`config.mk`:
```
export PLATFORM = sky130hd
export DESIGN_NAME = bus_demux1_2
export DESIGN_NICKNAME = d
export VERILOG_FILES = /design/src/rtl/bus_pkg.sv /design/src/rtl/bus_timeout_ctr.sv /design/src/rtl/bus_demux1_2.sv
export SDC_FILE = /design/constraint.sdc
export NUM_CORES = 1
export LEC_CHECK = 0
export CAP_MARGIN = 20
export CORE_AREA = 2 2 135 137
export CTS_CLUSTER_SIZE = 24
export DETAILED_ROUTE_END_ITERATION = 8
export DIE_AREA = 0 0 137 139
export GPL_TIMING_DRIVEN = 1
export PLACE_DENSITY = 0.65
export SLEW_MARGIN = 0
export SYNTH_ARGS = -nofsm -noshare
export SYNTH_HDL_FRONTEND = slang
export SYNTH_SLANG_ARGS = --single-unit
```
`constraint.sdc`:
```
create_clock -name clk -period 4.3 [get_ports clk]
set_input_delay 0.86 -clock clk [delete_from_list [all_inputs] [get_ports clk]]
set_output_delay 0.86 -clock clk [all_outputs]
set_load 0.02 [all_outputs]
```
`src/rtl/bus_pkg.sv`:
```
// Shared encodings and memory-map constants for the load/store bus demux.
package bus_pkg;

  typedef enum logic [1:0] {
    IDLE = 2'd0,
    REQ  = 2'd1,
    RSP  = 2'd2
  } bus_state_e;

  // Returned on a timed-out response so software sees a recognisable poison value.
  localparam logic [31:0] BUS_ERR_DATA = 32'hDEAD_BEEF;

  // Default memory map: addresses 0x1xxx_xxxx are MMIO, everything else data RAM.
  localparam logic [31:0] BUS_SEL_BASE = 32'h1000_0000;
  localparam logic [31:0] BUS_SEL_MASK = 32'hF000_0000;

endpackage

```
`src/rtl/bus_timeout_ctr.sv`:
```
// Response-wait counter: cleared before the wait, counts while enabled, flags expiry.
module bus_timeout_ctr #(
  parameter int unsigned TIMEOUT_CYCLES = 16
) (
  input  logic clk,
  input  logic rst_n,
  input  logic clear,
  input  logic enable,
  output logic expired
);

  localparam int CW = $clog2(TIMEOUT_CYCLES + 1);

  logic [CW-1:0] cnt_q, cnt_d;

  // Expires on the last enabled cycle so the response lands TIMEOUT_CYCLES after entry.
  assign expired = enable && (cnt_q == CW'(TIMEOUT_CYCLES - 1));

  always_comb begin
    cnt_d = cnt_q;
    if (clear)                 cnt_d = '0;
    else if (enable && !expired) cnt_d = cnt_q + 1'b1;
  end

  always_ff @(posedge clk or negedge rst_n) begin
    if (!rst_n) cnt_q <= '0;
    else        cnt_q <= cnt_d;
  end

endmodule

```
`src/rtl/bus_demux1_2.sv`:
```
// Registered 1-to-2 request demux (RAM = target 0, MMIO = target 1), one outstanding txn.
// Optional response timeout enabled by defining BUS_DEMUX_TIMEOUT_EN.
module bus_demux1_2
  import bus_pkg::*;
#(
  parameter int unsigned            WIDTH          = 32,
  parameter int unsigned            ADDR_WIDTH     = 32,
  parameter logic [ADDR_WIDTH-1:0]  SEL_BASE       = ADDR_WIDTH'(BUS_SEL_BASE),
  parameter logic [ADDR_WIDTH-1:0]  SEL_MASK       = ADDR_WIDTH'(BUS_SEL_MASK),
  parameter int unsigned            TIMEOUT_CYCLES = 16
) (
  input  logic                  clk,
  input  logic                  rst_n,
  // initiator
  input  logic                  m_req_valid,
  output logic                  m_req_ready,
  input  logic [ADDR_WIDTH-1:0] m_req_addr,
  input  logic                  m_req_we,
  input  logic [WIDTH-1:0]      m_req_wdata,
  output logic                  m_rsp_valid,
  output logic [WIDTH-1:0]      m_rsp_rdata,
  output logic                  m_rsp_err,
  // target 0
  output logic                  s0_req_valid,
  input  logic                  s0_req_ready,
  output logic [ADDR_WIDTH-1:0] s0_req_addr,
  output logic                  s0_req_we,
  output logic [WIDTH-1:0]      s0_req_wdata,
  input  logic                  s0_rsp_valid,
  input  logic [WIDTH-1:0]      s0_rsp_rdata,
  // target 1
  output logic                  s1_req_valid,
  input  logic                  s1_req_ready,
  output logic [ADDR_WIDTH-1:0] s1_req_addr,
  output logic                  s1_req_we,
  output logic [WIDTH-1:0]      s1_req_wdata,
  input  logic                  s1_rsp_valid,
  input  logic [WIDTH-1:0]      s1_rsp_rdata
);

  if (TIMEOUT_CYCLES < 1) begin : g_cfg_chk
    $error("bus_demux1_2: TIMEOUT_CYCLES must be at least 1");
  end

  bus_state_e            state_q, state_d;
  logic [ADDR_WIDTH-1:0] addr_q, addr_d;
  logic                  we_q, we_d;
  logic [WIDTH-1:0]      wdata_q, wdata_d;
  logic                  sel_q, sel_d;
  logic                  rsp_valid_q, rsp_valid_d;
  logic [WIDTH-1:0]      rsp_rdata_q, rsp_rdata_d;
  logic                  rsp_err_q, rsp_err_d;

  logic                  req_sel;
  logic                  tgt_ready;
  logic                  tgt_rsp_valid;
  logic [WIDTH-1:0]      tgt_rsp_rdata;
  logic                  to_expired;

  assign req_sel       = ((m_req_addr & SEL_MASK) == SEL_BASE);
  assign tgt_ready     = sel_q ? s1_req_ready : s0_req_ready;
  assign tgt_rsp_valid = sel_q ? s1_rsp_valid : s0_rsp_valid;
  assign tgt_rsp_rdata = sel_q ? s1_rsp_rdata : s0_rsp_rdata;

`ifdef BUS_DEMUX_TIMEOUT_EN
  // Held clear through REQ so the count starts from zero on the first RSP cycle.
  bus_timeout_ctr #(
    .TIMEOUT_CYCLES (TIMEOUT_CYCLES)
  ) u_timeout_ctr (
    .clk     (clk),
    .rst_n   (rst_n),
    .clear   (state_q == REQ),
    .enable  (state_q == RSP),
    .expired (to_expired)
  );
`else
  assign to_expired = 1'b0;
`endif

  always_comb begin
    state_d     = state_q;
    addr_d      = addr_q;
    we_d        = we_q;
    wdata_d     = wdata_q;
    sel_d       = sel_q;
    rsp_valid_d = 1'b0;
    rsp_rdata_d = rsp_rdata_q;
    rsp_err_d   = rsp_err_q;
    unique case (state_q)
      IDLE: begin
        if (m_req_valid) begin
          addr_d  = m_req_addr;
          we_d    = m_req_we;
          wdata_d = m_req_wdata;
          sel_d   = req_sel;
          state_d = REQ;
        end
      end
      REQ: begin
        if (tgt_ready) state_d = RSP;
      end
      RSP: begin
        // A real response beats an expiry landing in the same cycle.
        if (tgt_rsp_valid) begin
          rsp_valid_d = 1'b1;
          rsp_rdata_d = we_q ? '0 : tgt_rsp_rdata;
          rsp_err_d   = 1'b0;
          state_d     = IDLE;
        end else if (to_expired) begin
          rsp_valid_d = 1'b1;
          rsp_rdata_d = WIDTH'(BUS_ERR_DATA);
          rsp_err_d   = 1'b1;
          state_d     = IDLE;
        end
      end
      default: state_d = IDLE;
    endcase
  end

  always_ff @(posedge clk or negedge rst_n) begin
    if (!rst_n) begin
      state_q     <= IDLE;
      addr_q      <= '0;
      we_q        <= 1'b0;
      wdata_q     <= '0;
      sel_q       <= 1'b0;
      rsp_valid_q <= 1'b0;
      rsp_rdata_q <= '0;
      rsp_err_q   <= 1'b0;
    end else begin
      state_q     <= state_d;
      addr_q      <= addr_d;
      we_q        <= we_d;
      wdata_q     <= wdata_d;
      sel_q       <= sel_d;
      rsp_valid_q <= rsp_valid_d;
      rsp_rdata_q <= rsp_rdata_d;
      rsp_err_q   <= rsp_err_d;
    end
  end

  assign m_req_ready  = (state_q == IDLE);
  assign m_rsp_valid  = rsp_valid_q;
  assign m_rsp_rdata  = rsp_rdata_q;
  assign m_rsp_err    = rsp_err_q;

  // Both targets see the latched request; only the valid is steered.
  assign s0_req_valid = (state_q == REQ) && !sel_q;
  assign s1_req_valid = (state_q == REQ) &&  sel_q;
  assign s0_req_addr  = addr_q;
  assign s0_req_we    = we_q;
  assign s0_req_wdata = wdata_q;
  assign s1_req_addr  = addr_q;
  assign s1_req_we    = we_q;
  assign s1_req_wdata = wdata_q;

endmodule

```
-- Word level (Yosys, flattened, before mapping)
Cells that the tools add are included.
- latch bits: 0
- memories kept: 0
- input bits: 136
- flip-flop bits (word level): 101
- output and inout port bits: 167
- bits in writable memories: 0
- memory bits (read-only): 0
- magnitude comparators: 0
- eq/ne operators: 6
- divide/modulo/power cells: 0
- multipliers: 0
- muxes and demuxes: 10
- bitwise gates (word level): 0
- $add $sub $neg: 0
- shift operators: 0
- reduce and logical (&&, ||, !) cells: 7
- operators by type and width (operator ; count):
    two-way mux 32 bit ; 2
    two-way mux 2 bit ; 3
    != test 2 bit (second input constant) ; 3
    one-hot mux 2 bit (3 select lines) ; 1
    equality test 4 x 1 -> 1 bit (second input constant) ; 1
    two-way mux 1 bit ; 4
    AND reduction 2 bit ; 2
    AND reduction 3 bit ; 1
    equality test 2 x 1 -> 1 bit (second input constant) ; 1
    equality test 2 bit (second input constant) ; 1
    logical AND 1 bit ; 2
    logical NOT 2 bit ; 1
    logical NOT 1 bit ; 1

-- Depth between registers and ports, before layout
Gate-level depths: netlist of the first run.
- depth in word-level cells: 3
- depth in mapped cells: 6
- depth with buffers taken out: 3

-- Worst setup path after synthesis of the first run
OpenSTA, ideal clock, no wires.
- kind: register to output
- start: register sel_q
- end: output port s1_req_valid
- cell stages (with the launch flop): 5
- path slack: 2.364 ns
- path buffers: 2
- arrival time: 1.076 ns
- required time: 3.440 ns
- path through: dfrtp_1 -> buf_6 -> buf_2 -> inv_1 -> nor2_1
- cells in the longest elaborated chain, start to end: 1
- ends and longest elaborated chain (element ; line ; source):
    from (decl) ; bus_demux1_2.sv:49 ; logic sel_q, sel_d;
    from (signal assigned) ; bus_demux1_2.sv:135 ; sel_q <= sel_d;
    logical AND 1 bit ; bus_demux1_2.sv:149 ; assign s1_req_valid = (state_q == REQ) && sel_q;
    to (decl) ; bus_demux1_2.sv:32 ; output logic s1_req_valid,
Every way passes these cells.

-- Worst setup path in the final report of the first run
- start: register we_q (netlist: s0_req_we)
- end: output port s0_req_we
- RTL lines (element ; line ; source):
    from (decl) ; bus_demux1_2.sv:47 ; logic we_q, we_d;
    from (signal assigned) ; bus_demux1_2.sv:133 ; we_q <= we_d;
    to (decl) ; bus_demux1_2.sv:27 ; output logic s0_req_we,
No word-level cell between the ends.

==> reports/metrics.yaml, run 1 <==
design.core.area_um2: 17700
use_met3_pct: 3.65
final_cell_mix: "300 x clkdlybuf4s50_1, 99 x dfrtp_1, 39 x mux2_4, 35 x mux2i_1, 27 x o41ai_2"
cts_hold_buffers: 0
dp_cells: 816
synth_cell_types: 19
hold_violations: 0
insertedDiodeCount: 0
initial_core_util_pct: 29.3
reg2reg_slack_ns: 1.93
skew_ns: 0.00851
rows: 49
crit-reg2reg-launch: "sel_q"
leakage_nw: 3.31
path_cells: "clkdlybuf4s50_1"
slowest_delay_ns: 0.98
cts_buffer_depth: 2
cap_violations: 0
grt_max_degree: 66
stdcell_area_um2: 8150
cts_tree: "done"
power.density_nw_per_um2: 801
use_met2_pct: 26.9
layout.nets: 734
min_path_cells: 2
ioPinCount: 303
htree_num_levels: 3
fill_cells: 1520
finalSetupTns_ns: 0
grt_busiest_layer: "met2"
cts_setup_buffers: 0
gp_congestion: 0.743
ys_ff_latch: 101
cts.sinks: 101
numPortBuffers: 301
finalCritPeriodShare_pct: 68.3
clock.fmax_ghz: 0.341
place_hpwl_um: 10600
die_h_um: 139
worst_setup_path_start_kind: "flip-flop"
grt_pass1_vias: 3910
hp-start: "m_rsp_rdata[24]"
cts-root-buf: "clkbuf_16"
grt_overflow: 0
drtIter0Drc: 97
hold-path-endpoint: "m_rsp_rdata[24]"
status: "completed"
critPathBufInv: 1
area_delta_synth_final_pct: 57.6
cp.arrival_ns: 2.08
cp_top_family: "flip-flops"
synth_fp_nets: 510
syn-mean-instance-area_um2: 13.8
drt.antenna.violating_nets: 0
antenna_found_initial: 0
routedWlPerCell_um: 17.1
syn_area_um2: 5170
path_class: "reg -> out"
cts_buffers: 9
cts-resized-gates: 0
maxSlewViolCount: 0
worst_hold_slack_ns: 0.492
gr-usage-met1_pct: 15.7
dieWidth_um: 137
final_common_cell: "clkdlybuf4s50_1"
hold_path_class: "reg -> reg"
seq_area_frac_synth_pct: 48.9
irDropWorstVdd_uv: 442
routed_wl_um: 14200
first_pass_iters: 4
post_dp_cell_area_um2: 7850
drc_errors: 0
synthCells: 374
setup_violations: 0
place_ws_ns: 1.43
rsz0062_at_grt: "false"
clock_latency_ns: 0.34
ys_warn_count: 0
required_ns: 3.44
max_slew.worst_pin.slew_ns: 0.932
crit_slowest_cell: "dfrtp_2"
fp.dieArea_um2: 19000
worstSetupEndpointType: "primary output"
track_usage_pct: 14.6
routed-via-count: 3786
r2r_cells: 4
final_cells: 831
layout_setup_ws_ns: 1.36
grt_pass1_wl_um: 21400
clkSlewWorstSetupHoldPaths_ns: 0.06
viasPerCell: 4.56
timing.slew.headroom_pct: 36.5
r2r-end: "m_rsp_rdata[21]"
fin_crit_ns: 2.94
drive_gt1_share_pct: 15.8
cp_max_fo: 35
==> cell type report <==
| type | instances | area (um^2) | share of cell area (%) |
|---|---|---|---|
| Multi-Input combinational cell | 177 | 1970 | 24.1 |
| Clock buffer | 10 | 239 | 2.93 |
| Inverter | 1 | 3.75 | 0.0461 |
| Sequential cell | 101 | 2530 | 31.0 |
| Tap cell | 229 | 287 | 3.52 |
| Clock inverter | 5 | 60.1 | 0.737 |
| Timing Repair Buffer | 308 | 3060 | 37.6 |
==> cells in the mapped netlist, drive strengths merged <==
master | instances | area, um^2
and2 | 1 | 6.26
buf | 86 | 661
clkbuf | 9 | 33.8
conb | 1 | 3.75
dfrtp | 101 | 2530
inv | 1 | 3.75
mux2 | 65 | 878
mux2i | 36 | 360
nand2b | 2 | 12.5
nand3b | 1 | 7.51
nor2 | 5 | 18.8
o21ai | 33 | 165
o41ai | 32 | 483
or4b | 1 | 10.0
==> state kept, by name (all words and copies together), names as in the netlist <==
| signal | cells |
|---|---|
| state_q | 2 |
| s0_req_we | 1 |
| m_rsp_valid | 1 |
| s0_req_addr | 32 |
| sel_q | 1 |
| s0_req_wdata | 32 |
| m_rsp_rdata | 32 |
==> stage by stage <==
step           util, %  power [mW]
2_1_floorplan        -        4.27
3_3_place_gp      44.5        5.70
4_1_cts           46.2        6.63
6_report          46.2        6.53
5_1_grt           46.2        6.86
3_5_place_dp      44.5        5.75
==> power breakdown <==
part           switching (mW)  internal (mW)
logic                    1.82           2.02
registers               0.451           1.41
clock network           0.357          0.466
==> worst max path at each step <==
| stage | start | to | slack, ns | cells after the start |
|---|---|---|---|---|
| 2_1_floorplan | sel_q | s1_req_valid | 2.36 | 4 |
| 3_3_place_gp | s0_rsp_valid | m_rsp_rdata[17] | 1.51 | 5 |
| 3_5_place_dp | s0_rsp_valid | m_rsp_rdata[16] | 1.43 | 5 |
| 4_1_cts | s0_req_we | s0_req_we | 1.30 | 1 |
| 5_1_grt | s0_req_we | s0_req_we | 1.24 | 1 |
| 6_report | s0_req_we | s0_req_we | 1.36 | 1 |
==> metal layers <==
metal  part of all wire (%)  vias to the layer above  wire [um]
met2                     53                      174       7550
met5                      0                        -          0
met1                     37                     1871       5230
met3                    7.9                       19       1120
met4                    2.1                        0        300
li1                       -                     1722          -
==> worst min-delay path, cell delays in order, from the launching register on <==
cell and delay (ns):
dfrtp_1 0.34, o21ai_1 0.08, o41ai_2 0.05
==> logic make-up (layout without fill, tap and decap cells) <==
group	count (synthesis)	count (layout)	synth area share, %
DFF	101	101	48.9
AOI/OAI and AO/OA	65	65	12.5
other	1	1	0.0725
buffers and inverters	96	324	13.5
and+or+nand+nor	10	10	1.06
muxes	101	101	24.0
Note: power is estimated with default switching activity, not from simulation.
==> run 2: changes to the inputs <==
==> constraint.sdc (replaced) <==
create_clock -name clk -period 2.84 [get_ports clk]
set_input_delay 0.568 -clock clk [delete_from_list [all_inputs] [get_ports clk]]
set_output_delay 0.568 -clock clk [all_outputs]
set_load 0.02 [all_outputs]
==> run 2 against run 1 <==
Effect of this change:
- worst hold slack worse by 0.21 ns
- die area unchanged
- global-route usage up 0.17 points
- via count down 1.8%
- largest cell class unchanged
- utilization up 0.36 points
- wire length up 0.65%
- sequential power up 47%
- clock power up 57%
- sequential cell count unchanged
- critical path depth up 2
- cell area up 0.78%
- total power up 53%
==> reports/metrics.yaml, run 2 (synthesized netlist as in run 1, its figures left out) <==
status: "completed"
final_cell_mix: "300 x clkdlybuf4s50_1, 99 x dfrtp_1, 39 x mux2_4, 35 x mux2i_1, 27 x o41ai_2"
fp.dieArea_um2: 19000  # unchanged
cts.sinks: 101  # unchanged
final_util_pct: 46.5  # +0.36 points
crit-reg2reg-launch: "state_q[1]"
leakage_nw: 3.33  # +0.71%
grt_max_degree: 66  # unchanged
path_cells: "inv_1 -> nor2_1 -> clkdlybuf4s50_1"
maxSlewViolCount: 0  # unchanged
hold_path_class: "in -> async"
htree_num_levels: 3  # unchanged
ioPinCount: 303  # unchanged
clkSlewWorstSetupHoldPaths_ns: 0.07  # about the same
finalCritPeriodShare_pct: 84.5
crit_slowest_cell: "clkdlybuf4s50_1"
path_class: "reg -> out"
seq_power_share_pct: 27.6  # -1.0 points
power.density_nw_per_um2: 1210  # +51%
grt_pass1_vias: 3895  # -0.38%
cp.arrival_ns: 1.83  # -0.25 ns
numPortBuffers: 301  # unchanged
cts_hold_buffers: 0  # unchanged
clock_latency_ns: 0.34  # about the same
drtIter0Drc: 75  # -23%
drt.antenna.violating_nets: 0  # unchanged
layout.nets: 733  # -0.14%
place_hpwl_um: 10600  # -0.30%
cts-resized-gates: 0  # unchanged
initial_core_util_pct: 29.3  # unchanged
grt_pass1_wl_um: 21700  # +1.6%
cts_buffer_depth: 2  # unchanged
p_comb_share_pct: 59.4  # +0.6 points
cts_buffers: 9  # unchanged
rsz0062_at_grt: "false"
swShare_pct: 40.3  # about the same
drive_gt1_share_pct: 15.8  # unchanged
setup_violations: 0  # unchanged
antenna_found_initial: 0  # unchanged
clkPwrFrac_pct: 13.0  # +0.4 points
routedWlPerCell_um: 17.2  # +0.65%
cp_max_fo: 12  # -66%
cap_violations: 0  # unchanged
dp_cells: 815  # -0.12%
track_usage_pct: 14.8  # +0.17 points
finalSetupTns_ns: 0  # unchanged
total_power_mw: 9.96  # +53%
timing.slew.headroom_pct: 43.7  # +7.2 points
clock.fmax_ghz: 0.417
worstSetupEndpointType: "primary output"
internal_power_mw: 5.94  # +53%
routed-via-count: 3718  # -1.8%
power.switching_mw: 4.02  # +53%
design.core.area_um2: 17700  # unchanged
grt_overflow: 0  # unchanged
area_delta_synth_final_pct: 58.8
routed_wl_um: 14300  # +0.65%
irDropWorstVdd_uv: 617  # +40%
worst_setup_path_start_kind: "flip-flop"
r2r-end: "s0_req_addr[14]"
reg2reg_slack_ns: 0.96  # -0.97 ns
cts_tree: "done"
cts_setup_buffers: 0  # unchanged
gp_congestion: 0.709  # -4.5%
viasPerCell: 4.47  # -1.8%
cts-root-buf: "clkbuf_16"
skew_ns: 0.0120  # +0.00350 ns
hold_violations: 0  # unchanged
dieWidth_um: 137  # unchanged
die_h_um: 139  # unchanged
drc_errors: 0  # unchanged
final_cells: 831  # unchanged
insertedDiodeCount: 0  # unchanged
r2r_cells: 4  # unchanged
required_ns: 2.27  # -1.17 ns
fin_crit_ns: 2.40
first_pass_iters: 4  # unchanged
rows: 49  # unchanged
final_common_cell: "clkdlybuf4s50_1"
slowest_delay_ns: 0.64  # -0.34 ns
max_slew.worst_pin.slew_ns: 0.844  # -0.0881 ns
worst_hold_slack_ns: 0.282  # -0.210 ns
-- run 2: layer usage --
| layer | GRT usage (%) | wire, um | vias up |
|---|---|---|---|
| li1 | - | - | 1723 |
| met1 | 16.6 | 5580 | 1813 |
| met2 | 26.7 | 7500 | 166 |
| met3 | 3.62 | 965 | 16 |
| met4 | 5.43 | 249 | 0 |
| met5 | 0 | 0 | - |
-- run 2: how the worst max path moves through the flow --
stage                     cells after the start              end         from  slack [ns]
after floorplan                               5   s0_req_addr[0]   state_q[1]        1.15
after global placement                        4  s0_req_addr[13]  m_req_valid        0.57
after detailed placement                      4  s0_req_addr[14]  m_req_valid        0.51
after CTS                                     3     s1_req_valid        sel_q        0.39
after global routing                          3     s1_req_valid        sel_q        0.35
final                                         3     s1_req_valid        sel_q        0.44
-- run 2: per-stage QoR --
step,setup slack (ns),cell area [um^2]
after floorplan,1.15,5170
after detailed placement,0.512,7890
final,0.441,8210
after global placement,0.568,7890
after CTS,0.387,8210
after global routing,0.346,8210
-- run 2: power groups by stage --
| stage | clock (mW) | combinational, mW | sequential [mW] |
|---|---|---|---|
| detailed placement | 0 | 5.98 | 2.77 |
| global route | 1.41 | 6.21 | 2.86 |
| global placement | 0 | 5.92 | 2.75 |
| finish | 1.29 | 5.92 | 2.75 |
| CTS | 1.35 | 5.99 | 2.78 |
| floorplan | 0 | 3.03 | 3.43 |
-- run 2: layout make-up --
cell class | instances | area, um^2
fill | 1573 | 9440
timing repair buffer | 307 | 3110
sequential | 101 | 2530
multi-input combinational | 177 | 1970
tap | 229 | 287
clock buffer | 10 | 239
clock inverter | 6 | 81.3
inverter | 1 | 3.75
-- run 2: critical path, delay by kind of cell, from the launching register on --
| kind | cells | cell delay [ns] |
|---|---|---|
| DFF | 1 | 0.63 |
| and+or+nand+nor | 1 | 0.12 |
| buffers and inverters | 2 | 0.74 |
==> run 3: changes to the inputs <==
==> constraint.sdc (replaced) <==
create_clock -name clk -period 2.3 [get_ports clk]
set_input_delay 0.46 -clock clk [delete_from_list [all_inputs] [get_ports clk]]
set_output_delay 0.46 -clock clk [all_outputs]
set_load 0.02 [all_outputs]
==> run 3 against run 2 <==
Effect of this change:
- clock skew is 0.0021 ns lower
- register-to-register slack worse by 0.29 ns
- critical path type unchanged
- count of clock-buffer cells in the layout stayed put
- via count is 0.30% higher
- critical path depth stayed put
- highest routed layer unchanged
==> reports/metrics.yaml, run 3 (synthesized netlist as in run 1, its figures left out) <==
multi_input_area_um2: 1970  # unchanged
irDropWorstVdd_uv: 865  # +40%
cts_tree: "done"
initial_core_util_pct: 29.3  # unchanged
status: "completed"
cts.sinks: 101  # unchanged
htree_num_levels: 3  # unchanged
grt_pass1_vias: 3963  # +1.7%
cts-root-buf: "clkbuf_16"
rsz0062_at_grt: "false"
insertedDiodeCount: 0  # unchanged
cts_hold_buffers: 0  # unchanged
setup_violations: 0  # unchanged
cts_buffer_depth: 2  # unchanged
drt.antenna.violating_nets: 0  # unchanged
viasPerCell: 4.45  # -0.54%
place_hpwl_um: 10600  # +0.14%
leakage_nw: 3.36  # +0.76%
clkSlewWorstSetupHoldPaths_ns: 0.07  # about the same
grt_max_degree: 52  # -21%
final_common_cell: "clkdlybuf4s50_1"
routed-via-count: 3729  # +0.30%
numPortBuffers: 301  # unchanged
timing.slew.headroom_pct: 59.8  # +16 points
routed_wl_um: 14200  # -0.62%
cap_violations: 0  # unchanged
cp_top_family: "buffers and inverters"
path_cells: "nand2b_1 -> nor2_1 -> clkdlybuf4s50_1"
worst_setup_path_start_kind: "flip-flop"
routedWlPerCell_um: 17.0  # -1.4%
first_pass_iters: 4  # unchanged
route.met3.wl_um: 1030  # +6.4%
fill_cells: 1534  # -2.5%
dp_cells: 823  # +0.98%
hold_path_class: "in -> async"
maxSlewViolCount: 0  # unchanged
design.core.area_um2: 17700  # unchanged
track_usage_pct: 14.7  # -0.050 points
cts_buffers: 9  # unchanged
power.density_nw_per_um2: 1490  # +23%
cp.arrival_ns: 1.72  # -0.11 ns
skew_ns: 0.00993  # -0.00209 ns
wl_met1_um: 5640  # +1.0%
clock.fmax_ghz: 0.459
crit_slowest_cell: "clkdlybuf4s50_1"
routed.top_layer: "met4"
finalCritPeriodShare_pct: 94.7
layout_setup_ws_ns: 0.121  # -0.320 ns
required_ns: 1.84  # -0.43 ns
slowest_delay_ns: 0.63  # about the same
wl_met2_um: 7340  # -2.1%
place_ws_ns: 0.373  # -0.139 ns
die_h_um: 139  # unchanged
worst_hold_slack_ns: 0.0472  # -0.235 ns
reg2reg_slack_ns: 0.67  # -0.29 ns
hold_violations: 0  # unchanged
worstSetupEndpointType: "primary output"
ioPinCount: 303  # unchanged
critPathBufInv: 1  # -1
clock_latency_ns: 0.34  # about the same
max_slew.worst_pin.slew_ns: 0.603  # -0.241 ns
rows: 49  # unchanged
fp.dieArea_um2: 19000  # unchanged
gp_congestion: 0.714  # +0.59%
cp_max_fo: 5  # -7
path_class: "reg -> out"
cts_setup_buffers: 0  # unchanged
final_cell_mix: "300 x clkdlybuf4s50_1, 99 x dfrtp_1, 39 x mux2_4, 35 x mux2i_1, 27 x o41ai_2"
antenna_found_initial: 0  # unchanged
layout.nets: 741  # +1.1%
dieWidth_um: 137  # unchanged
area_delta_synth_final_pct: 59.6
drc_errors: 0  # unchanged
cts-resized-gates: 0  # unchanged
grt_overflow: 0  # unchanged
seqCellArea_um2: 2530  # unchanged
final_cells: 838  # +0.84%
drive_gt1_share_pct: 16.7  # +0.97 points
grt_pass1_wl_um: 21600  # -0.35%
fin_crit_ns: 2.18
finalSetupTns_ns: 0  # unchanged
drtIter0Drc: 81  # +8.0%
[run 3: final timing paths]
| kind | start | end | cells after the start |
|---|---|---|---|
| min in group clk | m_rsp_rdata[23] | m_rsp_rdata[23] | 2 |
| hold / removal | rst_n | s0_req_wdata[16] | 1 |
| setup reg to reg | sel_q | m_rsp_rdata[24] | 3 |
| hold reg to reg | m_rsp_rdata[23] | m_rsp_rdata[23] | 2 |
| setup / recovery | state_q[1] | s0_req_valid | 3 |
| max in group asynchronous | rst_n | s0_req_we | 2 |
[run 3: power breakdown]
group	switching [mW]	internal, mW	total (mW)
Combinational	3.58	3.87	7.45
Sequential	0.689	2.65	3.34
Clock	0.670	0.871	1.54
[run 3: area by class of cell]
type / instances / area share, %
Timing Repair Buffer: 315 / 38.4
Sequential cell: 101 / 30.7
Multi-Input combinational cell: 177 / 23.8
Tap cell: 229 / 3.47
Clock buffer: 10 / 2.90
Clock inverter: 5 / 0.728
Inverter: 1 / 0.0455
[run 3: routing by layer]
| layer | vias to the layer above | GRT usage, % |
|---|---|---|
| li1 | 1737 | - |
| met1 | 1821 | 16.6 |
| met2 | 160 | 26.5 |
| met3 | 11 | 4.13 |
| met4 | 0 | 4.67 |
| met5 | - | 0 |
[run 3: per-stage QoR]
stage / utilization [%] / instance area, um^2 / power, mW
global placement: 45.0 / 7950 / 10.8
finish: 46.7 / 8250 / 12.3
global route: 46.7 / 8250 / 13.0
CTS: 46.7 / 8250 / 12.5
floorplan: - / 5170 / 7.98
detailed placement: 45.0 / 7950 / 10.9
